$ cat src/rtl/inst_fetch_ctrl.sv
// IF-stage fetch sequencer: owns the PC, issues reads to a 1-cycle synchronous IMEM,
// and buffers returned words with their PCs in a small FIFO for the IF/ID handshake.
module inst_fetch_ctrl #(
  parameter logic [31:0] RESET_PC   = 32'h0000_0000,
  parameter int          FIFO_DEPTH = 2
) (
  input  logic        clk,
  input  logic        rst,
  input  logic        flush,
  input  logic [31:0] flush_pc,
  input  logic        branch_flag,
  input  logic [31:0] branch_target,
  input  logic        if_stall,
  output logic        imem_ce,
  output logic [31:0] imem_addr,
  input  logic [31:0] imem_rdata,
  output logic        if_valid,
  output logic [31:0] if_pc,
  output logic [31:0] if_inst
);

  localparam int PW = $clog2(FIFO_DEPTH);
  localparam int CW = PW + 1;

  typedef enum logic [1:0] {BOOT = 2'd0, FETCH = 2'd1, HOLD = 2'd2} state_t;

  state_t          state_q, state_d;
  logic [31:0]     pc_q, pc_d;
  logic [31:0]     req_pc_q, req_pc_d;
  logic            inflight_q, inflight_d;
  logic [PW-1:0]   wr_ptr_q, wr_ptr_d;
  logic [PW-1:0]   rd_ptr_q, rd_ptr_d;
  logic [CW-1:0]   count_q, count_d;
  logic [31:0]     fifo_pc_q   [FIFO_DEPTH];
  logic [31:0]     fifo_inst_q [FIFO_DEPTH];

  logic            redirect;
  logic [31:0]     target;
  logic            pop;
  logic            push;
  logic            issue;
  logic [CW:0]     credit;

  assign if_valid  = (count_q != '0);
  assign if_pc     = if_valid ? fifo_pc_q[rd_ptr_q]   : 32'h0;
  assign if_inst   = if_valid ? fifo_inst_q[rd_ptr_q] : 32'h0;
  assign imem_ce   = issue;
  assign imem_addr = pc_q;

  always_comb begin
    redirect = flush | branch_flag;
    target   = flush ? {flush_pc[31:2], 2'b00} : {branch_target[31:2], 2'b00};
    pop      = if_valid & ~if_stall & ~redirect;
    // A response returning during a redirect belongs to the old stream and is dropped.
    push     = inflight_q & ~redirect;
    credit   = {1'b0, count_q} + (CW+1)'(inflight_q) - (CW+1)'(pop);
    issue    = (state_q != BOOT) & ~redirect & (credit < (CW+1)'(FIFO_DEPTH));

    state_d    = state_q;
    pc_d       = pc_q;
    req_pc_d   = req_pc_q;
    inflight_d = issue;
    wr_ptr_d   = wr_ptr_q;
    rd_ptr_d   = rd_ptr_q;
    count_d    = count_q;

    case (state_q)
      BOOT:        state_d = FETCH;
      FETCH, HOLD: state_d = issue ? FETCH : HOLD;
      default:     state_d = FETCH;
    endcase

    if (issue) begin
      pc_d     = pc_q + 32'd4;
      req_pc_d = pc_q;
    end

    if (redirect) begin
      state_d  = FETCH;
      pc_d     = target;
      wr_ptr_d = '0;
      rd_ptr_d = '0;
      count_d  = '0;
    end else begin
      if (push) wr_ptr_d = wr_ptr_q + PW'(1);
      if (pop)  rd_ptr_d = rd_ptr_q + PW'(1);
      case ({push, pop})
        2'b10:   count_d = count_q + CW'(1);
        2'b01:   count_d = count_q - CW'(1);
        default: count_d = count_q;
      endcase
    end
  end

  always_ff @(posedge clk or posedge rst) begin
    if (rst) begin
      state_q    <= BOOT;
      pc_q       <= RESET_PC;
      inflight_q <= 1'b0;
      wr_ptr_q   <= '0;
      rd_ptr_q   <= '0;
      count_q    <= '0;
    end else begin
      state_q    <= state_d;
      pc_q       <= pc_d;
      inflight_q <= inflight_d;
      wr_ptr_q   <= wr_ptr_d;
      rd_ptr_q   <= rd_ptr_d;
      count_q    <= count_d;
    end
  end

  // Buffer storage carries no reset; validity is tracked solely by count_q.
  always_ff @(posedge clk) begin
    req_pc_q <= req_pc_d;
    if (push) begin
      fifo_pc_q[wr_ptr_q]   <= req_pc_q;
      fifo_inst_q[wr_ptr_q] <= imem_rdata;
    end
  end

  a_no_overflow: assert property (@(posedge clk) disable iff (rst)
    !(push && (count_q == CW'(FIFO_DEPTH))));

endmodule

$ cat config.mk
export PLATFORM = sky130hd
export DESIGN_NAME = inst_fetch_ctrl
export DESIGN_NICKNAME = d
export VERILOG_FILES = /design/src/rtl/inst_fetch_ctrl.sv
export SDC_FILE = /design/constraint.sdc
export NUM_CORES = 1
export LEC_CHECK = 0
export BUFFER_PORTS_ARGS = -buffer_cell sky130_fd_sc_hd__buf_2
export CAP_MARGIN = 20
export CORE_MARGIN = 2
export CORE_UTILIZATION = 50
export CTS_BUF_LIST = sky130_fd_sc_hd__clkbuf_8
export DETAILED_ROUTE_END_ITERATION = 8
export PLACE_DENSITY = 0.78
export SLEW_MARGIN = 0
export SYNTH_ARGS = -nofsm -noshare
export SYNTH_HDL_FRONTEND = slang
export SYNTH_SLANG_ARGS = --single-unit
$ cat constraint.sdc
create_clock -name clk -period 5.3 [get_ports clk]
set_input_delay 0.265 -clock clk [delete_from_list [all_inputs] [get_ports clk]]
set_output_delay 0.265 -clock clk [all_outputs]
set_load 0.02 [all_outputs]
==> results.py, run 1 <==
metrics = {
    "setup_path": {
        "cp.required_ns": 5.04,
        "startpoint_type": "flip-flop",
        "slowest_delay_ns": 0.55,
        "path_buf_inv": 1,
        "worst_setup_path_end_kind": "output pin",
        "cp_slowest_cell": "dfrtp_1",
        "crit_fanout": 14,
        "critPathTopFamily": "simple AND/OR/NAND/NOR gates",
        "path_class": "reg -> out",
        "cp_common_cell": "nor2_4",
        "crit_path_cell_trace": "nor2_4, nor3_1, ha_1, nand2b_1, fa_1, nor2b_1, nand2_1, nor2_4, buf_2",
        "cp_data_arrival_time_ns": 3.36,
    },
    "power": {
        "switching_power_mw": 0.7470,
        "clockPowerShare_pct": 31.2,
        "switching_share_pct": 24.83,
        "pwr_density_cell_mw_per_mm2": 298.1,
        "ir_drop_mv": 0.1565,
        "power_leakage_nw": 3.939,
        "p_seq_share_pct": 58.2,
        "internal-power_mw": 2.261,
        "pwr-share-comb_pct": 10.7,
    },
    "clock_network": {
        "clkTransAtPathRegs_ns": 0.10,
        "clk-insertion-delay-late_ns": 0.46,
        "h-tree-depth": 4,
        "ctsResizeCount": 0,
        "cts_tree": "yes",
        "cts_buffers": 17,
        "cts_num_sinks": 191,
        "cts.path.max_buffers": 2,
        "root_buffer": "clkbuf_8",
    },
    "timing": {
        "fin_crit_sh_pct": 68.46,
        "min_period_ns": 3.629,
        "worst_pin_slew_ns": 1.125,
        "setup_slack_ns": 1.671,
        "timing.final.hold_violations": 0,
        "slew_headroom_pct": 24.97,
        "fmaxAchievable_mhz": 275.6,
        "rsz0062_at_grt": "false",
        "finalMaxSlewViolations": 0,
        "setup_viol": 0,
        "finClkSkew_ns": 0.01624,
        "fin_setup_tns_ns": 0,
    },
    "floorplanning": {
        "die_area_mm2": 0.01735,
        "design.core.area_mm2": 0.01589,
        "top_level_ports": 199,
        "die_y_um": 131.7,
        "die_x_um": 131.7,
        "num_rows": 46,
        "start_util_pct": 51.33,
    },
    "layout": {
        "area_delta_synth_final_pct": 23.78,
        "num-nets-final": 943,
        "num_antenna_cells": 0,
        "fillers": 1191,
        "layout-drive-gt1-share_pct": 28.67,
    },
    "grt": {
        "grt_usage_pct": 21.99,
        "grt_pass1_vias": 5971,
        "antenna_found_initial": 0,
        "grt_max_degree": 65,
        "grt_pass1_wl_um": 30060,
        "grt_overflow": 0,
    },
    "synthesis": {
        "synth_seq_area_share_pct": 68.07,
        "yosys_warnings": 0,
        "async_reset_ff_share_pct": 19.37,
        "syn_avg_cell_area_um2": 13.22,
        "synthesis.area_mm2": 0.008154,
        "yosys_most_used_dff": "edfxtp_1",
        "synth_seq_cells": 191,
        "syn_inst": 617,
        "yosysUniqueCellTypes": 50,
        "synth_edf_count": 154,
    },
    "route": {
        "drcViolationCount": 0,
        "firstDrtPassIters": 5,
        "detail_route.wl_per_cell_um": 17.68,
        "first_iter_violations": 334,
        "routed_wl_um": 18860,
        "vias": 5821,
        "ant_nets": 0,
        "drt-vias-per-instance": 5.455,
    },
    "placement": {
        "buffer_ports.inserted": 190,
        "hpwlAfterDp_um": 12510,
        "dp_slack_ns": 1.444,
        "gp_congestion": 0.8649,
    },
    "run_status": {
        "status": "finished clean",
    },
    "hold_path": {
        "hold_path.class": "in -> reg",
    },
    "job": {
        "max-cap-violations": 0,
    },
}
==> power by group through the flow <==
stage	Sequential, mW	Clock, mW	Combinational, mW
2_1_floorplan	1.79	0	0.152
3_3_place_gp	1.78	0	0.290
3_5_place_dp	1.78	0	0.299
4_1_cts	1.75	0.966	0.322
5_1_grt	1.76	1.01	0.348
6_report	1.75	0.937	0.321
==> final cells by class <==
class | instances | area [µm²] | share of cell area [%]
clock buffer | 19 | 261.5 | 2.591
clock inverter | 13 | 137.6 | 1.364
inverter | 11 | 41.29 | 0.4091
multi-input combinational | 381 | 2442 | 24.20
sequential | 191 | 5554 | 55.03
tap | 216 | 270.3 | 2.678
timing repair buffer | 236 | 1386 | 13.74
==> cell families after synthesis <==
family                   count (synthesis)  synth area share [%]
XOR/XNOR                                13                 1.488
buffers and inverters                   48                 2.455
flip-flops                             191                 68.07
AND/OR/NAND/NOR                        191                 11.26
AO/OA/AOI/OAI                          101                 7.611
other                                    1               0.04599
adder cells (fa/ha/maj)                  4                0.7059
multiplexers                            68                 8.363
==> flip-flops by register name (all words and copies together) (netlist names) <==
signal and flops:
fifo_inst_q 64, fifo_pc_q 60, imem_addr 30, req_pc_q 30
count_q 2, state_q 2, inflight_q 1, rd_ptr_q 1
wr_ptr_q 1
==> cell usage in the layout (no fill, tap or decap), types with 6 or more instances in the layout <==
cell,n
o21ai_0,21
nand4_1,6
dlygate4sd3_1,36
clkbuf_8,19
buf_2,190
buf_4,10
inv_1,13
and4_1,6
mux2i_1,67
a2bb2oi_1,7
xnor2_1,11
nand3_1,12
edfxtp_1,154
nand2_1,32
and3_1,17
dfrtp_1,36
nor2_1,80
and2_1,8
a31oi_1,10
a21oi_1,39
==> per-stage QoR <==
stage / hold slack, ns / total power [mW] / cell area [µm²] / utilization (%) / std cells
2_1_floorplan: 0.3639 / 1.942 / 8170 / - / 620
3_3_place_gp: 0.4241 / 2.067 / 9334 / 58.76 / 999
3_5_place_dp: 0.4303 / 2.081 / 9334 / 58.76 / 999
4_1_cts: 0.02377 / 3.036 / 10090 / 63.54 / 1067
5_1_grt: 0.02631 / 3.118 / 10090 / 63.54 / 1067
6_report: 0.06045 / 3.008 / 10090 / 63.54 / 1067
==> per-layer routing <==
layer	routed length [µm]	vias up	GRT usage (%)
li1	-	2732	-
met1	8108	2797	28.03
met2	9368	271	37.75
met3	1152	21	5.363
met4	233	0	6.159
met5	0	-	0
==> final timing paths <==
check / start / end / slack [ns] / depth (start not counted)
worst max-delay path: count_q[1] / imem_ce / 1.67 / 9
worst min-delay path: flush_pc[11] / imem_addr[11] / 0.06 / 3
worst max register to register: count_q[1] / imem_addr[30] / 1.72 / 10
worst min register to register: req_pc_q[28] / fifo_pc_q[0][28] / 0.44 / 0
max in group asynchronous: rst / rd_ptr_q / 4.42 / 4
min in group asynchronous: rst / imem_addr[11] / 0.50 / 4
==> worst reg2reg max path: cells and delay by family, from the launching register on <==
family          cells  cell delay (ns)
compound gates      1             0.25
flops               1             0.55
simple gates        7             1.94
fa+ha+maj           2             0.75
==> synth_stat cells (3+ instances only) <==
| master | count | area (µm²) |
|---|---|---|
| clkbuf_1 | 21 | 78.83 |
| o41ai_1 | 3 | 26.28 |
| nand2_1 | 32 | 120.1 |
| ha_1 | 3 | 37.54 |
| and4_1 | 6 | 52.55 |
| a211oi_1 | 4 | 30.03 |
| dfrtp_1 | 37 | 925.9 |
| buf_4 | 5 | 37.54 |
| and2_1 | 8 | 50.05 |
| mux2i_1 | 67 | 670.6 |
| a21oi_1 | 39 | 195.2 |
| nand4_1 | 6 | 37.54 |
| a2bb2oi_1 | 7 | 61.31 |
| and3_1 | 18 | 112.6 |
| nor2b_1 | 5 | 31.28 |
| o21ai_0 | 21 | 105.1 |
| inv_1 | 11 | 41.29 |
| buf_1 | 10 | 37.54 |
| edfxtp_1 | 154 | 4624 |
| nand3_1 | 12 | 60.06 |
| nor4_1 | 4 | 25.02 |
| a31oi_1 | 10 | 62.56 |
| nor3_1 | 6 | 30.03 |
| nor2_1 | 82 | 307.8 |
| o31ai_1 | 4 | 30.03 |
| xnor2_1 | 11 | 96.34 |
==> timing repair <==
action / in CTS / in global routing
endpoints found under the hold margin: 104 / 0
hold buffers: 36 / 0
setup buffers: 0 / 0
(Power assumes the default switching activity.)
==> run 2, diff against run 1 <==
==> constraint.sdc (replaced) <==
create_clock -name clk -period 2.9 [get_ports clk]
set_input_delay 0.145 -clock clk [delete_from_list [all_inputs] [get_ports clk]]
set_output_delay 0.145 -clock clk [all_outputs]
set_load 0.02 [all_outputs]
==> run 2 against run 1 <==
Against the previous run: utilization is 3.4 points higher; cell count is 3.8% higher; via count is 4.0% higher; sequential share of layout area is 2.8 points lower; global-route usage is 1.1 points higher; combinational power is 100% higher; clock power is 85% higher; clock-buffer cell count is 2 lower; final area is 5.4% higher; setup slack worse by 1.6 ns; critical path type unchanged; highest routed layer unchanged.
==> results.py, run 2 (same netlist as run 1, synthesis figures left out) <==
metrics = {
    "grt": {
        "grt_pass1_vias": 6173,
        "met2_usage_pct": 39.62,
        "top_usage_layer": "met2",
        "use_met3_pct": 6.096,
        "grt_usage_pct": 23.11,
        "grt_max_degree": 65,
        "antenna_found_initial": 0,
        "grt_pass1_wl_um": 31230,
        "grt_overflow": 0,
        "use_met1_pct": 28.38,
    },
    "setup_path": {
        "slowest_delay_ns": 0.52,
        "path_class": "reg -> out",
        "crit_path_cell_trace": "nor2_4, nor3_2, ha_1, nand2b_4, fa_2, nor2b_4, nand2_4, buf_12, nor2_4, buf_12, buf_8",
        "worst_setup_path_end_kind": "output pin",
        "r2r_setup_slack_ns": 0.08,
        "r2r-start": "count_q[1]",
        "reg2regPathDepth": 13,
        "crit_fanout": 2,
        "reg2reg_to": "imem_addr[10]",
        "startpoint_type": "flip-flop",
        "cp_slowest_cell": "fa_2",
        "cp_data_arrival_time_ns": 2.70,
        "cp.required_ns": 2.76,
        "critPathTopFamily": "adder cells",
        "path_buf_inv": 3,
    },
    "timing": {
        "slew_headroom_pct": 54.09,
        "setup_viol": 0,
        "worst_pin_slew_ns": 0.6887,
        "fin_setup_tns_ns": 0,
        "finalMaxSlewViolations": 0,
        "timing.final.hold_violations": 0,
        "rsz0062_at_grt": "true",
        "finClkSkew_ns": 0.01174,
        "fin_crit_sh_pct": 97.95,
        "min_period_ns": 2.841,
        "fmaxAchievable_mhz": 352.0,
    },
    "floorplanning": {
        "start_util_pct": 51.33,
        "top_level_ports": 199,
        "design.core.area_mm2": 0.01589,
        "die_x_um": 131.7,
        "die_area_mm2": 0.01735,
        "die_y_um": 131.7,
        "num_rows": 46,
    },
    "placement": {
        "buffer_ports.inserted": 190,
        "hpwlAfterDp_um": 12980,
        "dp.cells": 1012,
        "gp_congestion": 0.9080,
    },
    "hold_path": {
        "hold_path.startpoint": "flush_pc[10]",
        "hold_path.class": "in -> reg",
        "whs_path_depth": 3,
        "hold_path_end": "imem_addr[10]",
    },
    "layout": {
        "multi_input_area_mm2": 0.002511,
        "num_antenna_cells": 0,
        "top_register": "fifo_inst_q",
        "layout-drive-gt1-share_pct": 30.83,
        "final_cells": 1108,
        "final_common_cell": "buf_2",
        "reg_top3": "fifo_inst_q (64), fifo_pc_q (60)",
        "fillers": 1178,
        "most-common-layout-cells": "buf_2 (189), edfxtp_1 (154), nor2_1 (80)",
        "seq_area_mm2": 0.005555,
        "largest_reg_flops": 64,
        "area_delta_synth_final_pct": 30.51,
        "num-nets-final": 984,
    },
    "power": {
        "pwr_density_cell_mw_per_mm2": 525.0,
        "ir_drop_mv": 0.2888,
        "power_leakage_nw": 4.163,
    },
    "clock_network": {
        "cts_buffers": 17,
        "clkTransAtPathRegs_ns": 0.09,
        "root_buffer": "clkbuf_8",
        "clk-insertion-delay-late_ns": 0.47,
        "cts_tree": "yes",
        "cts_num_sinks": 191,
        "h-tree-depth": 4,
        "cts.path.max_buffers": 2,
    },
    "route": {
        "routed_wl_um": 19740,
        "first_iter_violations": 302,
        "drcViolationCount": 0,
        "firstDrtPassIters": 5,
        "drt-vias-per-instance": 5.463,
        "detail_route.wl_per_cell_um": 17.81,
        "vias": 6053,
        "ant_nets": 0,
    },
    "job": {
        "max-cap-violations": 0,
    },
    "run_status": {
        "status": "finished clean",
    },
}
[run 2: report_power, final]
| part | total (mW) | switching [mW] | leakage [nW] | internal, mW |
|---|---|---|---|---|
| Clock | 1.73 | 0.954 | 0.193 | 0.780 |
| Sequential | 3.19 | 0.118 | 1.86 | 3.08 |
| Combinational | 0.658 | 0.369 | 2.11 | 0.288 |
| Total | 5.59 | 1.44 | 4.16 | 4.15 |
[run 2: routing by layer]
| metal | vias to the layer above | wire length [µm] |
|---|---|---|
| li1 | 2807 | - |
| met1 | 2952 | 8058 |
| met2 | 261 | 9930 |
| met3 | 33 | 1417 |
| met4 | 0 | 332 |
| met5 | - | 0 |
[run 2: timing repair]
item / in CTS / in global routing
resized for setup: 4 / 9
endpoints found under the hold margin: 112 / 0
pin swaps: 2 / 3
setup buffers: 4 / 1
setup endpoints to repair: 1 / 9
hold buffers: 58 / 0
[run 2: worst max-delay path by stage]
stage	from	to	slack [ns]	cells past startpoint
finish	count_q[1]	imem_ce	0.06	11
global route	count_q[0]	imem_ce	-0.04	11
CTS	count_q[1]	imem_ce	0.03	11
detailed placement	flush	imem_addr[30]	-0.06	11
global placement	flush	imem_addr[30]	-0.009	11
floorplan	count_q[1]	req_pc_q[10]	-0.14	10
[run 2: layout make-up]
| class | count | area share (%) |
|---|---|---|
| Tap cell | 216 | 2.540 |
| Clock buffer | 17 | 2.199 |
| Timing Repair Buffer | 277 | 17.54 |
| Inverter | 11 | 0.3880 |
| Clock inverter | 15 | 1.529 |
| Multi-Input combinational cell | 381 | 23.60 |
| Sequential cell | 191 | 52.20 |
[run 2: tightest hold or removal path: stages]
cell and delay [ns]:
buf_2 0.08, a21oi_1 0.08, a2bb2oi_1 0.15
[run 2: stage by stage]
step / hold WS, ns / utilization, % / total power, mW / setup slack, ns / area, µm²
CTS: 0.01283 / 66.48 / 5.611 / 0.03170 / 10560
global placement: 0.3341 / 60.04 / 3.801 / -0.009196 / 9538
detailed placement: 0.3366 / 60.04 / 3.826 / -0.06123 / 9538
floorplan: 0.2439 / - / 3.558 / -0.1389 / 8244
finish: 0.04145 / 66.99 / 5.587 / 0.05937 / 10640
global route: 0.02717 / 66.99 / 5.807 / -0.03582 / 10640
==> run 3, diff against run 2 <==
--- a/config.mk
+++ b/config.mk
@@ -11,7 +11,7 @@
 export CORE_UTILIZATION = 50
 export CTS_BUF_LIST = sky130_fd_sc_hd__clkbuf_8
 export DETAILED_ROUTE_END_ITERATION = 8
-export PLACE_DENSITY = 0.78
+export PLACE_DENSITY = 0.83
 export SLEW_MARGIN = 0
 export SYNTH_ARGS = -nofsm -noshare
 export SYNTH_HDL_FRONTEND = slang
==> run 3 against run 2 <==
Against the previous run: first-iteration DRC count increased by 80%; critical path depth unchanged; fmax is 0.30% lower; final area decreased by 1.0%.
==> results.py, run 3 (same netlist as run 1, synthesis figures left out) <==
metrics = {
    "route": {
        "firstDrtPassIters": 5,
        "routed_wl_um": 20080,
        "ant_nets": 0,
        "drt-vias-per-instance": 5.472,
        "drcViolationCount": 0,
        "vias": 6052,
        "detail_route.wl_per_cell_um": 18.16,
        "first_iter_violations": 543,
    },
    "floorplanning": {
        "start_util_pct": 51.33,
        "num_rows": 46,
        "die_y_um": 131.7,
        "design.core.area_mm2": 0.01589,
        "die_area_mm2": 0.01735,
        "die_x_um": 131.7,
        "top_level_ports": 199,
    },
    "setup_path": {
        "reg2regPathDepth": 10,
        "critPathTopFamily": "adder cells",
        "cp_slowest_cell": "fa_2",
        "cp_data_arrival_time_ns": 2.70,
        "r2r-start": "count_q[0]",
        "path_class": "reg -> out",
        "cp.required_ns": 2.76,
        "slowest_delay_ns": 0.52,
        "crit_path_cell_trace": "nor2_4, nor3_2, ha_1, nand2b_4, fa_2, nor2b_4, nand2_4, buf_12, nor2_4, buf_12, buf_8",
        "r2r_setup_slack_ns": 0.08,
        "reg2reg_to": "imem_addr[30]",
        "path_buf_inv": 3,
        "worst_setup_path_end_kind": "output pin",
        "crit_fanout": 3,
        "startpoint_type": "flip-flop",
    },
    "grt": {
        "antenna_found_initial": 0,
        "grt_usage_pct": 23.61,
        "grt_pass1_wl_um": 31660,
        "grt_max_degree": 65,
        "grt_overflow": 0,
        "grt_pass1_vias": 6136,
    },
    "timing": {
        "fmaxAchievable_mhz": 351.0,
        "worst_pin_slew_ns": 0.7320,
        "setup_viol": 0,
        "setup_slack_ns": 0.05091,
        "slew_headroom_pct": 51.20,
        "fin_crit_sh_pct": 98.24,
        "finClkSkew_ns": 0.008758,
        "timing.final.hold_violations": 0,
        "finalMaxSlewViolations": 0,
        "rsz0062_at_grt": "true",
        "min_period_ns": 2.849,
    },
    "clock_network": {
        "cts_tree": "yes",
        "cts_buffers": 17,
        "cts_num_sinks": 191,
        "root_buffer": "clkbuf_8",
        "clkTransAtPathRegs_ns": 0.09,
        "h-tree-depth": 4,
        "cts.path.max_buffers": 2,
        "clk-insertion-delay-late_ns": 0.45,
    },
    "layout": {
        "layout-drive-gt1-share_pct": 30.67,
        "num-nets-final": 983,
        "post-route-cell-area_mm2": 0.01053,
        "reg_top3": "fifo_inst_q (64), fifo_pc_q (60)",
        "fillers": 1169,
        "most-common-layout-cells": "buf_2 (189), edfxtp_1 (154), nor2_1 (80)",
        "final_common_cell": "buf_2",
        "multi_input_area_mm2": 0.002511,
        "seq_area_mm2": 0.005555,
        "top_register": "fifo_inst_q",
        "largest_reg_flops": 64,
        "area_delta_synth_final_pct": 29.17,
        "final_util_pct": 66.30,
        "num_antenna_cells": 0,
    },
    "power": {
        "power_leakage_nw": 4.140,
        "pwr_density_cell_mw_per_mm2": 518.6,
        "ir_drop_mv": 0.3077,
    },
    "placement": {
        "post_dp_cell_area_mm2": 0.009508,
        "gp_congestion": 0.9413,
        "hpwlAfterDp_um": 12590,
        "buffer_ports.inserted": 190,
        "dp_slack_ns": -0.06593,
    },
    "hold_path": {
        "hold_path_end": "imem_addr[19]",
        "hold_path.startpoint": "branch_target[19]",
        "hold_path.class": "in -> reg",
        "whs_path_depth": 3,
    },
    "run_status": {
        "status": "finished clean",
    },
    "job": {
        "max-cap-violations": 0,
    },
}
run 3: how the worst max path moves through the flow:
| stage | depth (start not counted) | slack (ns) | startpoint | endpoint |
|---|---|---|---|---|
| 2_1_floorplan | 10 | -0.14 | count_q[1] | req_pc_q[10] |
| 3_3_place_gp | 11 | 0.004 | flush | imem_addr[30] |
| 4_1_cts | 11 | 0.02 | count_q[1] | imem_ce |
| 5_1_grt | 11 | -0.08 | count_q[0] | imem_ce |
| 6_report | 11 | 0.05 | count_q[0] | imem_ce |
| 3_5_place_dp | 11 | -0.07 | flush | imem_addr[30] |
run 3: area by class of cell:
type | count | share of cell area, %
flip-flops and latches | 191 | 52.74
clock buffers | 17 | 2.221
repair buffers | 276 | 17.03
clock inverters | 14 | 1.200
well taps | 216 | 2.566
inverters | 11 | 0.3920
multi-input cells | 381 | 23.84
run 3: timing repair:
action	4_1_cts	5_1_grt
pin swaps	2	4
endpoints found under the setup margin	1	17
hold endpoints to repair	119	0
buffers inserted	5	2
gates resized for setup	4	9
hold buffers	55	0
run 3: stage by stage:
step | power [mW] | cells | setup TNS, ns | hold slack [ns]
6_report | 5.462 | 1106 | 0 | 0.03426
3_5_place_dp | 3.824 | 1013 | -0.08168 | 0.3035
5_1_grt | 5.673 | 1106 | -0.1110 | 0.01681
2_1_floorplan | 3.558 | 620 | -4.284 | 0.2439
3_3_place_gp | 3.804 | 1013 | 0 | 0.2968
4_1_cts | 5.482 | 1104 | 0 | 0.0003145
run 3: routing by layer:
metal	vias to the layer above	part of all wire [%]	wire, µm	track usage, %
met5	-	0	0	0
met4	0	2.4	473	9.903
met3	41	6.3	1270	5.556
met2	280	51	10140	39.73
met1	2932	41	8195	29.51
li1	2799	-	-	-
run 3: where the power goes:
group | switching [mW] | total [mW] | leakage [nW] | internal, mW
combinational | 0.367 | 0.649 | 2.09 | 0.282
sequential | 0.120 | 3.20 | 1.86 | 3.08
clock | 0.870 | 1.62 | 0.189 | 0.746
total | 1.36 | 5.46 | 4.14 | 4.11
run 3: worst reg2reg max path: cells and delay by family, from the launching register on:
| family | cells | cell delay, ns |
|---|---|---|
| simple gates | 7 | 1.37 |
| flops | 1 | 0.43 |
| compound gates | 1 | 0.17 |
| fa+ha+maj | 2 | 0.80 |
